<file path="config.mk">
export PLATFORM = sky130hd
export DESIGN_NAME = gate_sweep_sequencer_flat
export DESIGN_NICKNAME = d
export VERILOG_FILES = /design/src/rtl/gate_sweep_sequencer_pkg.sv /design/src/rtl/gate_sweep_sequencer_if.sv /design/src/rtl/gate_sweep_sequencer_settle_timer.sv /design/src/rtl/gate_sweep_sequencer.sv /design/src/flat_wrapper.sv
export SDC_FILE = /design/constraint.sdc
export NUM_CORES = 1
export LEC_CHECK = 0
export BUFFER_PORTS_ARGS = -buffer_cell sky130_fd_sc_hd__buf_2
export CORE_UTILIZATION = 49
export DETAILED_ROUTE_END_ITERATION = 16
export HOLD_SLACK_MARGIN = 0.03
export PLACE_DENSITY = 0.74
export SYNTH_ARGS = -nofsm -noshare
export SYNTH_HDL_FRONTEND = slang
export SYNTH_SLANG_ARGS = --single-unit
</file>
<file path="constraint.sdc">
create_clock -name CLK -period 1.8 [get_ports CLK]
set_clock_uncertainty 0.15 [all_clocks]
set_input_delay 0.45 -clock CLK [delete_from_list [all_inputs] [get_ports CLK]]
set_output_delay 0.45 -clock CLK [all_outputs]
set_load 0.02 [all_outputs]
</file>
<file path="src/rtl/gate_sweep_sequencer_pkg.sv">
// Shared definitions for the gate sweep sequencer.
// State encoding, sweep length and the custom_gate reference table.
package gate_sweep_sequencer_pkg;

    localparam logic [1:0] IDLE   = 2'd0;
    localparam logic [1:0] SETTLE = 2'd1;
    localparam logic [1:0] SAMPLE = 2'd2;
    localparam logic [1:0] FINISH = 2'd3;

    localparam int VEC_COUNT = 8;

    // F = !C && (!A || B), bit index = {A,B,C}
    localparam logic [7:0] CUSTOM_GATE_TT = 8'h45;

    typedef enum logic [1:0] {
        ST_IDLE   = IDLE,
        ST_SETTLE = SETTLE,
        ST_SAMPLE = SAMPLE,
        ST_FINISH = FINISH
    } state_t;

endpackage

</file>
<file path="src/rtl/gate_sweep_sequencer_if.sv">
// Stimulus/capture bundle between the sequencer and its environment.
// master = sequencer side, slave = gate/controller side.
interface gate_sweep_sequencer_if;

    logic       START;
    logic       F_IN;
    logic       A;
    logic       B;
    logic       C;
    logic       BUSY;
    logic       DONE;
    logic [7:0] RESULT;
    logic [7:0] MISMATCH;
    logic       PASS;

    modport master (
        input  START, F_IN,
        output A, B, C, BUSY, DONE, RESULT, MISMATCH, PASS
    );

    modport slave (
        output START, F_IN,
        input  A, B, C, BUSY, DONE, RESULT, MISMATCH, PASS
    );

endinterface

</file>
<file path="src/rtl/gate_sweep_sequencer_settle_timer.sv">
// Per-vector settle counter for the gate sweep sequencer.
// Terminal count is raised once SETTLE_CYCLES cycles have been counted.
module sweep_settle_timer #(
    parameter int SETTLE_CYCLES = 1
) (
    input  logic i_clk,
    input  logic i_rst_n,
    input  logic i_load,
    input  logic i_en,
    output logic o_tc
);

    localparam int CW = (SETTLE_CYCLES < 2) ? 1 : $clog2(SETTLE_CYCLES + 1);
    localparam logic [CW-1:0] LAST = CW'(SETTLE_CYCLES - 1);

    if (SETTLE_CYCLES < 1) begin : g_bad_settle
        $error("SETTLE_CYCLES must be at least 1");
    end

    logic [CW-1:0] r_cnt;

    // Restart on load, otherwise count up to the terminal value and hold.
    always_ff @(posedge i_clk or negedge i_rst_n) begin
        if (!i_rst_n) begin
            r_cnt <= '0;
        end else if (i_load) begin
            r_cnt <= '0;
        end else if (i_en && !o_tc) begin
            r_cnt <= r_cnt + CW'(1);
        end
    end

    assign o_tc = (r_cnt == LAST);

endmodule

</file>
<file path="src/rtl/gate_sweep_sequencer.sv">
// Steps {A,B,C} through all 8 vectors, captures F into a truth table
// and compares it against EXPECTED.
module gate_sweep_sequencer
    import gate_sweep_sequencer_pkg::*;
#(
    parameter int         SETTLE_CYCLES = 1,
    parameter logic [7:0] EXPECTED      = CUSTOM_GATE_TT
) (
    input  logic CLK,
    input  logic RST_N,
    gate_sweep_sequencer_if.master bus
);

    state_t     r_state;
    state_t     w_next;
    logic [2:0] r_idx;
    logic [2:0] r_vec;
    logic       r_busy;
    logic       r_done;
    logic [7:0] r_result;
    logic [7:0] r_mismatch;
    logic       r_pass;

    logic       w_tc;
    logic       w_load;
    logic       w_en;
    logic       w_accept;
    logic       w_last;
    logic [7:0] w_result;

    assign w_accept = (r_state == ST_IDLE) && bus.START;
    assign w_last   = (r_idx == 3'(VEC_COUNT - 1));
    assign w_en     = (r_state == ST_SETTLE);
    assign w_load   = w_accept || (r_state == ST_SAMPLE);

    sweep_settle_timer #(
        .SETTLE_CYCLES(SETTLE_CYCLES)
    ) u_timer (
        .i_clk  (CLK),
        .i_rst_n(RST_N),
        .i_load (w_load),
        .i_en   (w_en),
        .o_tc   (w_tc)
    );

    // Truth table including the bit being captured this cycle.
    always_comb begin
        w_result        = r_result;
        w_result[r_idx] = bus.F_IN;
    end

    // Next-state decode.
    always_comb begin
        w_next = r_state;
        case (r_state)
            ST_IDLE:   if (bus.START) w_next = ST_SETTLE;
            ST_SETTLE: if (w_tc) w_next = ST_SAMPLE;
            ST_SAMPLE: w_next = w_last ? ST_FINISH : ST_SETTLE;
            ST_FINISH: w_next = ST_IDLE;
            default:   w_next = ST_IDLE;
        endcase
    end

    // State register.
    always_ff @(posedge CLK or negedge RST_N) begin
        if (!RST_N) begin
            r_state <= ST_IDLE;
        end else begin
            r_state <= w_next;
        end
    end

    // Stimulus vector, capture register and status outputs.
    always_ff @(posedge CLK or negedge RST_N) begin
        if (!RST_N) begin
            r_idx      <= '0;
            r_vec      <= '0;
            r_busy     <= 1'b0;
            r_done     <= 1'b0;
            r_result   <= '0;
            r_mismatch <= '0;
            r_pass     <= 1'b0;
        end else begin
            r_done <= (w_next == ST_FINISH);
            case (r_state)
                ST_IDLE: begin
                    if (bus.START) begin
                        r_idx      <= '0;
                        r_vec      <= '0;
                        r_result   <= '0;
                        r_mismatch <= '0;
                        r_pass     <= 1'b0;
                        r_busy     <= 1'b1;
                    end
                end
                ST_SAMPLE: begin
                    r_result <= w_result;
                    if (w_last) begin
                        r_mismatch <= w_result ^ EXPECTED;
                        r_pass     <= (w_result == EXPECTED);
                    end else begin
                        r_idx <= r_idx + 3'd1;
                        r_vec <= r_idx + 3'd1;
                    end
                end
                ST_FINISH: begin
                    r_busy <= 1'b0;
                    r_vec  <= '0;
                end
                default: ;
            endcase
        end
    end

    assign bus.A        = r_vec[2];
    assign bus.B        = r_vec[1];
    assign bus.C        = r_vec[0];
    assign bus.BUSY     = r_busy;
    assign bus.DONE     = r_done;
    assign bus.RESULT   = r_result;
    assign bus.MISMATCH = r_mismatch;
    assign bus.PASS     = r_pass;

endmodule
</file>
<file path="src/flat_wrapper.sv">
// flat-port wrapper written by rule: the top's interface ports become plain ports
module gate_sweep_sequencer_flat import gate_sweep_sequencer_pkg::*;
#(
    parameter int         SETTLE_CYCLES = 1,
    parameter logic [7:0] EXPECTED      = CUSTOM_GATE_TT
)
  (CLK, RST_N, bus_START, bus_F_IN, bus_A, bus_B, bus_C, bus_BUSY, bus_DONE, bus_RESULT, bus_MISMATCH, bus_PASS);
  gate_sweep_sequencer_if bus_i ();
  input  logic CLK;
  input  logic RST_N;
  input wire logic [$bits(bus_i.START)-1:0] bus_START;
  input wire logic [$bits(bus_i.F_IN)-1:0] bus_F_IN;
  output wire logic [$bits(bus_i.A)-1:0] bus_A;
  output wire logic [$bits(bus_i.B)-1:0] bus_B;
  output wire logic [$bits(bus_i.C)-1:0] bus_C;
  output wire logic [$bits(bus_i.BUSY)-1:0] bus_BUSY;
  output wire logic [$bits(bus_i.DONE)-1:0] bus_DONE;
  output wire logic [$bits(bus_i.RESULT)-1:0] bus_RESULT;
  output wire logic [$bits(bus_i.MISMATCH)-1:0] bus_MISMATCH;
  output wire logic [$bits(bus_i.PASS)-1:0] bus_PASS;
  assign bus_i.START = bus_START;
  assign bus_i.F_IN = bus_F_IN;
  assign bus_A = bus_i.A;
  assign bus_B = bus_i.B;
  assign bus_C = bus_i.C;
  assign bus_BUSY = bus_i.BUSY;
  assign bus_DONE = bus_i.DONE;
  assign bus_RESULT = bus_i.RESULT;
  assign bus_MISMATCH = bus_i.MISMATCH;
  assign bus_PASS = bus_i.PASS;
  gate_sweep_sequencer #(.SETTLE_CYCLES(SETTLE_CYCLES), .EXPECTED(EXPECTED)) u_core (.CLK(CLK), .RST_N(RST_N), .bus(bus_i));
endmodule
</file>
Word-level counts from Yosys, hierarchy flattened
Index checks and enable logic that the tools add are counted.
{ "word_totals": {"regBits": 28, "latch_bits": 0, "ramBits": 0, "mem_bits_ro": 0, "in_bits": 4, "output_inout_bits": 22, "word_cells": 59, "memories": 0} }
{ "op_classes": {"n_addsub": 2, "multipliers": 0, "n_div": 0, "order_cmp": 2, "n_eq_ne": 9, "shifts": 0, "n_mux": 22, "n_bitwise": 1, "reduce_logical": 14} }
{ "ops": {"columns": ["op", "n"], "rows": [
  ["$pmux W8 S2", 2],
  ["$mux W8", 2],
  ["$pmux W3 S3", 1],
  ["$reduce_and A3 Y1", 3],
  ["$bwmux W8", 1],
  ["$eq A8 B7 Y1 const B", 1],
  ["$pmux W2 S4", 1],
  ["$eq A2 B2 Y1 const B", 3],
  ["$mux W1", 6],
  ["$mux W2", 3],
  ["$mux W3", 2],
  ["$pmux W3 S2", 1],
  ["$reduce_bool A2 Y1", 3],
  ["$lt A3 B4 Y1 const B", 1],
  ["$ne A2 B2 Y1 const B", 2],
  ["$pmux W1 S2", 2],
  ["$reduce_and A2 Y1", 2],
  ["$add A3 B1 Y3 const B", 1],
  ["$demux W1 S3", 1],
  ["$eq A3 B3 Y1 const B", 1],
  ["$ge A3 B1 Y1 const B", 1],
  ["$logic_and A1 B1 Y1", 3],
  ["$not A3 Y3", 1],
  ["$reduce_bool A3 Y1", 1],
  ["5 further kinds", 5]
]} }

Logic depth before layout (Yosys ltp)
Gate-level depths: netlist (run 1).
{ "logic_depth": {"word_depth": 8, "ltp_mapped": 7} }

By module
Synthesis (run 1) repeated with hierarchy kept, for this count alone.
{ "unflattened": {"hier_cells": 145, "area_unflattened_um2": 1467.7} }
{ "by_module_without_submodules": {"columns": ["module", "n_inst", "cells_per_inst", "area_each_um2"], "rows": [
  ["gate_sweep_sequencer", 1, 142, 1426.4],
  ["sweep_settle_timer", 1, 3, 41.3]
]} }

Worst setup path after synthesis (run 1)
No wires, ideal clock.
{ "synth_path": {"path_kind": "register to register", "startpoint": "register u_core.r_idx[0]", "endpoint": "register u_core.r_mismatch[1], in the netlist u_core.bus.MISMATCH[1]", "setup_time_ps": 128, "t_arrival_ps": 1508, "required_ps": 1522, "path_slack_ps": 14, "stages_incl_launch_ff": 7, "n_path_buf": 1, "period_less_slack_ps": 1786, "path_cell_list": "dfrtp_1 -> ha_1 -> ha_1 -> mux2i_1 -> or2_1 -> buf_2 -> mux2_1"} }
{ "synth_via": {"elab_chain_len": 7} }
{ "synth_rtl": {"columns": ["element", "line_no", "source"], "rows": [
  ["start: declaration", "gate_sweep_sequencer.sv:16", "logic [2:0] r_idx;"],
  ["start signal: assignment", "gate_sweep_sequencer.sv:102", "r_idx <= r_idx + 3'd1;"],
  ["$lt A3 B4 Y1 (implied by the code) / $ge A3 B1 Y1 (equally long branches)", "gate_sweep_sequencer.sv:49", "w_result[r_idx] = bus.F_IN;"],
  ["$logic_and A1 B1 Y1 (implied by the code)", "gate_sweep_sequencer.sv:49", null],
  ["$mux W1 (implied by the code)", "gate_sweep_sequencer.sv:49", null],
  ["$demux W1 S3", null, null],
  ["$bwmux W8", "gate_sweep_sequencer.sv:49", null],
  ["$mux W8", "gate_sweep_sequencer.sv:98", "if (w_last) begin"],
  ["$pmux W8 S2", "gate_sweep_sequencer.sv:85", "case (r_state)"],
  ["end signal: assignment", "gate_sweep_sequencer.sv:99", "r_mismatch <= w_result ^ EXPECTED;"],
  ["end: declaration", "gate_sweep_sequencer.sv:21", "logic [7:0] r_mismatch;"]
]} }
Parallel ways exist; a longest one is shown, timed or not. The select of a mux whose other input is x is not followed.
A chain may end at the register's enable or synchronous reset.

Worst setup path after layout (run 1)
{ "layout_path": {"startpoint": "register u_core.r_idx[1]", "endpoint": "register u_core.r_pass, in the netlist u_core.bus.PASS"} }
{ "layout_via": {"elab_chain_len": 8} }
{ "layout_rtl": {"columns": ["element", "line_no", "source"], "rows": [
  ["$lt A3 B4 Y1 (implied by the code) / $ge A3 B1 Y1 (equally long branches)", "gate_sweep_sequencer.sv:49", null],
  ["$logic_and A1 B1 Y1 (implied by the code)", "gate_sweep_sequencer.sv:49", null],
  ["$mux W1 (implied by the code)", "gate_sweep_sequencer.sv:49", null],
  ["$demux W1 S3", null, null],
  ["$bwmux W8", "gate_sweep_sequencer.sv:49", null],
  ["$eq A8 B7 Y1", "gate_sweep_sequencer.sv:100", "r_pass <= (w_result == EXPECTED);"],
  ["$mux W1", "gate_sweep_sequencer.sv:98", null],
  ["$pmux W1 S2", "gate_sweep_sequencer.sv:85", null],
  ["end signal: assignment", "gate_sweep_sequencer.sv:100", null],
  ["end: declaration", "gate_sweep_sequencer.sv:22", "logic r_pass;"]
]} }
Parallel ways exist; a longest one is shown, timed or not. The select of a mux whose other input is x is not followed.

==> results of run 1 <==
==> per-layer routing <==
metal  wire, um  part of all wire  vias up
met4         72             0.022        0
met5          0                 0        -
met3        129             0.039       10
li1           -                 -      592
met1       1440              0.44      618
met2       1650              0.50       33
==> per-stage QoR <==
stage	cells	worst slack, ps	hold WS (ps)	cell area [sq um]	TNS, ps
5_1_grt	213	-48.1	346	1730	-179
3_3_place_gp	208	61.2	294	1660	0
2_1_floorplan	149	14.4	4.41	1450	0
3_5_place_dp	208	-77.5	310	1660	-89.5
6_report	213	24.1	326	1730	0
4_1_cts	213	0.693	322	1720	0
==> cell families after synthesis <==
logic type / Yosys count
AOI/OAI and AO/OA: 45
adders and majority gates: 2
buffers and inverters: 20
DFF: 28
muxes: 7
and+or+nand+nor: 47
==> flip-flops by register name, summed over array words and instances, names as in the netlist <==
signal                cells
u_core.bus.MISMATCH       8
u_core.bus.RESULT         8
u_core.r_idx              3
u_core.r_vec              3
u_core.r_state            2
u_core.bus.BUSY           1
u_core.bus.DONE           1
u_core.bus.PASS           1
u_core.u_timer.r_cnt      1
==> repair_timing <==
action                     CTS  global route
pin swaps                    0             1
hold endpoints to repair    28             0
gates resized for setup      4             4
setup endpoints to repair    3            11
hold buffers                 1             0
==> area by class of cell <==
class,instances,area [sq um]
well taps,31,38.8
inverters,8,30.0
clock buffers,4,36.3
multi-input cells,101,669
flip-flops and latches,28,702
repair buffers,41,251
fillers,241,1050
==> worst min-delay path by stage <==
stage                                        to  slack, ps  cells after the start
2_1_floorplan       u_core.bus.BUSY$_DFFE_PN0P_          4                      0
4_1_cts        u_core.bus.RESULT[5]$_DFFE_PN0P_        320                      3
6_report            u_core.r_state[1]$_DFF_PN0_        330                      1
5_1_grt        u_core.bus.RESULT[5]$_DFFE_PN0P_        350                      3
3_3_place_gp        u_core.r_state[1]$_DFF_PN0_        290                      1
3_5_place_dp        u_core.r_state[1]$_DFF_PN0_        310                      1
==> where the power goes <==
part           leakage (nW)  switching [mW]  internal (mW)
registers             0.377           0.137          0.757
clock network        0.0210           0.191          0.124
logic                 0.492           0.679          0.550
total                 0.891            1.01           1.43
==> cells in the final DEF (no fill, tap or decap), drive strengths merged, types with 3 or more instances in the layout <==
| cell type | count |
|---|---|
| buf | 40 |
| nand3 | 4 |
| mux2i | 4 |
| nand2b | 5 |
| a21o | 4 |
| mux2 | 3 |
| o21ai | 12 |
| o22ai | 8 |
| a21oi | 7 |
| nand2 | 15 |
| clkbuf | 4 |
| dfrtp | 28 |
| a32oi | 3 |
| nor2 | 9 |
| inv | 8 |
| a22o | 5 |
==> worst reg2reg max path: stages, from the launching register on <==
cell and delay, ps:
dfrtp_1 430, buf_4 160, or3b_4 440, o22ai_2 170, a32oi_1 110, o41ai_2 230
==> impl_results.md, run 1 <==
* Die area at approximately 3200 sq um
* Crit Path Max Fanout at 7
* Startpoint Class: flip-flop
* CP Capture Point: u_core.bus.PASS$_DFFE_PN0P_
* Min-delay src: u_core.u_timer.r_cnt$_DFFE_PN0P_
* First-pass GRT wire length at 5.53 mm
* Initial antenna violation count at 0
* Synthesis-to-finish area growth at 18.8%
* Reg2reg end: u_core.bus.PASS$_DFFE_PN0P_
* Root buf cell: clkbuf_4
* Initial Util at 0.523
* Vias in the first global route at between 1,000 and 1,500
* Vias at between 1,000 and 1,500
* Crit-path max cell delay at ~430 ps
* Simple-Gate Fraction of Synth Area at 0.170
* Master of the slowest instance on the critical path: dfrtp_1
* Crit path time final at 1780 ps
* Crit path from: u_core.r_idx[1]$_DFFE_PN0P_
* Actual slew at the worst max-slew pin at 625 ps
* Final nets at roughly 190
* Part of the Yosys area used for sequential elements at 0.482
* TritonCTS clock tree: built
* # diodes at 0
* Worst EP arrival at 1870 ps
* Element type at the critical path end: flip-flop
* Count of buffers from port buffering at 25
* Post-CTS setup buffers at 0
* Row cnt at 19
* Wire per inst at 15.4 um
* Cell area after synthesis at approximately 1500 sq um
* Vias per cell at between 5 and 6
* RSZ-0062 raised after global routing: yes
* Final Max Tran Viols at 0
* Clock slew at reported path FFs at about 150 ps
* Final Hold Viols at 0
* R2R depth at 5
* Maximum vdd drop at between 900 and 1000 uV
* Synthesized-area fraction occupied by adder cells at 0.0172
* Global-route layer with the greatest usage: met2
* Post-Synth XOR/XNOR Area at 0
* Max cap viols at 0
* CTS max path bufs at 2
* Gpl congestion at ~0.82
* Core ar. at 2780 sq um
* Met2 Track Usage GR at 0.366
* Total gr overflow at 0
* Multiplexer share of the synthesized area at 0.0508
* GRT Resource Usage Total at 0.222
* DR iter-0 viols at between 50 and 60
* Share of the synthesized area in the top cell type at 0.482
* CP required at ~1900 ps
* WS Path Type: flip-flop to flip-flop
* Layout cells sized above 1 at 0.302
* Final setup viols at 0
* Largest net degree at the start of global routing at 29
* # IOs at 26
* CP top delay family: compound AO/OA/AOI/OAI gates
* Hold Path Class: flip-flop to flip-flop
* Compound-Gate Fraction of Synth Area at 0.209
* H-tree level count at 1
* Post-DP HPWL at 2.44 mm
* CTS Sinks at 28
* Max-slew headroom at 0.583
* Flop2flop setup slack at between 20 and 25 ps
* Drt total wl at around 3.3 mm
* Count leader, synth: dfrtp_1
* YS warnings at 0
* Num CTS Buffers at 3
* Syn nets at 155
* Met1 GRT Util at 0.285
* Worst-skew pair later-pin latency at 340 ps
* Max Fclk at 563 MHz
* Syn_area_per_cell at roughly 9.8 sq um
* Levels on crit path at 5
* Most common flop cell mapped by yosys: dfrtp_1
* Die height at ~56 um
* Top cells by area, synth: dfrtp_1 (48%), nand2_1 (3.9%), o22ai_1 (3.4%)
* Post-route ant nets at 0
* Unique cell type count in the Yosys netlist at 36
* List of most frequent post-synthesis cells: dfrtp_1 (28), nand2_1 (15), nor2_1 (9)
* Worst-path cell chain: buf_4 > or3b_4 > o22ai_2 > a32oi_1 > o41ai_2
* Post-route clock period utilization at 0.987
* Main combinational cell family by area after synthesis: compound AO/OA/AOI/OAI gates
* Status: completed
* Die width at ~56 um
* RR Startpoint: u_core.r_idx[1]$_DFFE_PN0P_
* TritonRoute pass-1 iters at 4
* M3 GR Usage at 0.0346
* Final core utilization at 0.621
* Total Power at 2.44 mW
* Leak at between 0.8 and 0.9 nW
* Power Density at around 1400 nW/um^2
* Area leader, netlist: dfrtp_1
* Bufs and invs on worst path at 1
* Synthesized instance count at approximately 150
* Ys async rst share at 1.00
* Post-synth EDFFs at 0
* DRC violations left at 0
* Seq cells post-synth at 28
(Power assumes the default switching activity.)
==> run 2, diff against run 1 <==
--- a/config.mk
+++ b/config.mk
@@ -6,10 +6,12 @@
 export NUM_CORES = 1
 export LEC_CHECK = 0
 export BUFFER_PORTS_ARGS = -buffer_cell sky130_fd_sc_hd__buf_2
+export CAP_MARGIN = 25
 export CORE_UTILIZATION = 49
 export DETAILED_ROUTE_END_ITERATION = 16
 export HOLD_SLACK_MARGIN = 0.03
 export PLACE_DENSITY = 0.74
+export SETUP_SLACK_MARGIN = 0.1
 export SYNTH_ARGS = -nofsm -noshare
 export SYNTH_HDL_FRONTEND = slang
 export SYNTH_SLANG_ARGS = --single-unit
==> run 2 against run 1 <==
Net effect: die area unchanged; critical endpoint unchanged; sequential share of layout area decreased by 2.8 points; flip-flop and latch count unchanged; maximum frequency increased by 0.88%; setup slack improved by 15 ps; largest cell class is now multi-input gates; power increased by 11%; worst hold slack got worse by 12 ps; clock power increased by 30%; non-clock buffer count increased by 9; combinational power increased by 16%; global-route usage increased by 0.60 points; routed wire length increased by 4.7%.
==> impl_results.md, run 2 (synthesis results as in run 1) <==
* Post-DP HPWL at 2.38 mm (-2.4%)
* Final setup viols at 0 (unchanged)
* Final Max Tran Viols at 0 (unchanged)
* CTS max path bufs at 2 (unchanged)
* Master of the slowest instance on the critical path: dfrtp_1
* Core ar. at 2780 sq um (unchanged)
* TritonCTS clock tree: built
* GRT Resource Usage Total at 0.228 (+0.00596)
* Max Fclk at 568 MHz (+0.88%)
* Row cnt at 19 (unchanged)
* Actual slew at the worst max-slew pin at 631 ps (+5.84 ps)
* Post-route ant nets at 0 (unchanged)
* # diodes at 0 (unchanged)
* Status: completed
* Largest net degree at the start of global routing at 29 (unchanged)
* Synthesis-to-finish area growth at 27.4%
* RR Startpoint: u_core.r_idx[2]$_DFFE_PN0P_
* Gpl congestion at 0.827 (+1.0%)
* RSZ-0062 raised after global routing: yes
* Power Density at 1460 nW/um^2 (+3.6%)
* DR iter-0 viols at 43 (-26%)
* Post-route clock period utilization at 0.978 (-0.00860)
* Die area at 3190 sq um (unchanged)
* Element type at the critical path end: flip-flop
* Min-delay src: bus_F_IN
* Max-slew headroom at 0.579 (-0.00389)
* H-tree level count at 1 (unchanged)
* Hold Path Class: input pin to flip-flop
* Num CTS Buffers at 3 (unchanged)
* Crit Path Max Fanout at 6 (-1)
* Most frequent cells in the layout: dfrtp_1 (28), buf_2 (25), buf_4 (21), nand2_1 (15), nor2_1 (9)
* Most common cell after layout, fill and taps aside: dfrtp_1
* Total gr overflow at 0 (unchanged)
* Worst EP arrival at 1860 ps (about the same)
* CTS Sinks at 28 (unchanged)
* Clock slew at reported path FFs at 150 ps (about the same)
* Initial antenna violation count at 0 (unchanged)
* Setup slack after placement at -8.57 ps (+68.9 ps)
* Crit path from: u_core.r_idx[2]$_DFFE_PN0P_
* Min Hold Slack at 313 ps (-12.3 ps)
* CP required at 1900 ps (about the same)
* Final setup TNS at 0 ps (unchanged)
* Die width at 56.5 um (unchanged)
* Vias per cell at 5.72 (-2.8%)
* Crit-path max cell delay at 430 ps (about the same)
* Root buf cell: clkbuf_4
* Worst-path cell chain: buf_4 > nor3b_2 > mux2i_1 > nand3_1 > o41ai_2
* Max cap viols at 0 (unchanged)
* Leak at 0.950 nW (+6.7%)
* Vias in the first global route at 1,251 (+0.48%)
* Wire per inst at 15.5 um (+0.41%)
* Crit path time final at 1760 ps (-15.5 ps)
* First-pass GRT wire length at 5.64 mm (+2.1%)
* DRC violations left at 0 (unchanged)
* Startpoint Class: flip-flop
* Maximum vdd drop at 1080 uV (+8.7%)
* Layout cells sized above 1 at 0.351 (+0.0486)
* CP top delay family: flip-flops
* Fillers at 215 (-11%)
* WS Path Type: flip-flop to flip-flop
* Final worst slack at 39.6 ps (+15.5 ps)
* Drt total wl at 3.44 mm (+4.7%)
* Initial Util at 0.523 (unchanged)
* Flop2flop setup slack at 40 ps (+20 ps)
* Bufs and invs on worst path at 1 (unchanged)
* TritonRoute pass-1 iters at 4 (unchanged)
* Vias at 1,269 (+1.3%)
* # IOs at 26 (unchanged)
* Die height at 56.5 um (unchanged)
* Final Hold Viols at 0 (unchanged)
* Final nets at 198 (+4.8%)
* Count of buffers from port buffering at 25 (unchanged)
* Worst-skew pair later-pin latency at 330 ps (about the same)
==> run 2: worst paths after layout <==
path,to,cells past startpoint
hold / removal,u_core.bus.RESULT[5]$_DFFE_PN0P_,3
min in group asynchronous,u_core.bus.RESULT[4]$_DFFE_PN0P_,2
setup / recovery,u_core.bus.PASS$_DFFE_PN0P_,5
setup reg to reg,u_core.bus.PASS$_DFFE_PN0P_,5
hold reg to reg,u_core.r_state[1]$_DFF_PN0_,1
max in group asynchronous,u_core.bus.BUSY$_DFFE_PN0P_,2
==> run 2: layout make-up <==
type,count,area [sq um],area share
clock inverter,1,30.0,0.0162
timing repair buffer,50,327,0.176
tap,31,38.8,0.0209
multi-input combinational,101,703,0.380
inverter,8,30.0,0.0162
sequential,28,701,0.378
clock buffer,3,22.5,0.0122
==> run 2: report_power, final <==
| group | total (mW) | switching [mW] | internal [mW] | leakage (nW) |
|---|---|---|---|---|
| clock network | 0.411 | 0.186 | 0.225 | 0.0279 |
| registers | 0.866 | 0.111 | 0.755 | 0.379 |
| logic | 1.43 | 0.761 | 0.669 | 0.544 |
==> run 2: repair_timing <==
| item | 4_1_cts | 5_1_grt |
|---|---|---|
| endpoints found under the setup margin | 5 | 7 |
| gates cloned | 0 | 0 |
| pin swaps | 0 | 8 |
| setup buffers | 0 | 9 |
| resized for setup | 4 | 7 |
| hold buffers | 1 | 0 |
| endpoints found under the hold margin | 28 | 0 |
==> run 2: tightest hold or removal path: stages <==
cell and delay, ps:
buf_2 130, nand2_1 100, o22ai_1 80
==> run 2: layer usage <==
| layer | wire (um) | GRT usage |
|---|---|---|
| met5 | 0 | 0 |
| met4 | 44 | 0.0697 |
| met3 | 103 | 0.0276 |
| met2 | 1760 | 0.385 |
| met1 | 1530 | 0.307 |
==> run 2: per-stage QoR <==
step                area (sq um)  utilization  power (mW)  std cells
floorplan                   1470            -        1.74        149
global placement            1670        0.601        2.06        208
detailed placement          1670        0.601        2.10        208
CTS                         1740        0.627        2.54        213
global route                1850        0.666        2.89        222
finish                      1850        0.666        2.71        222
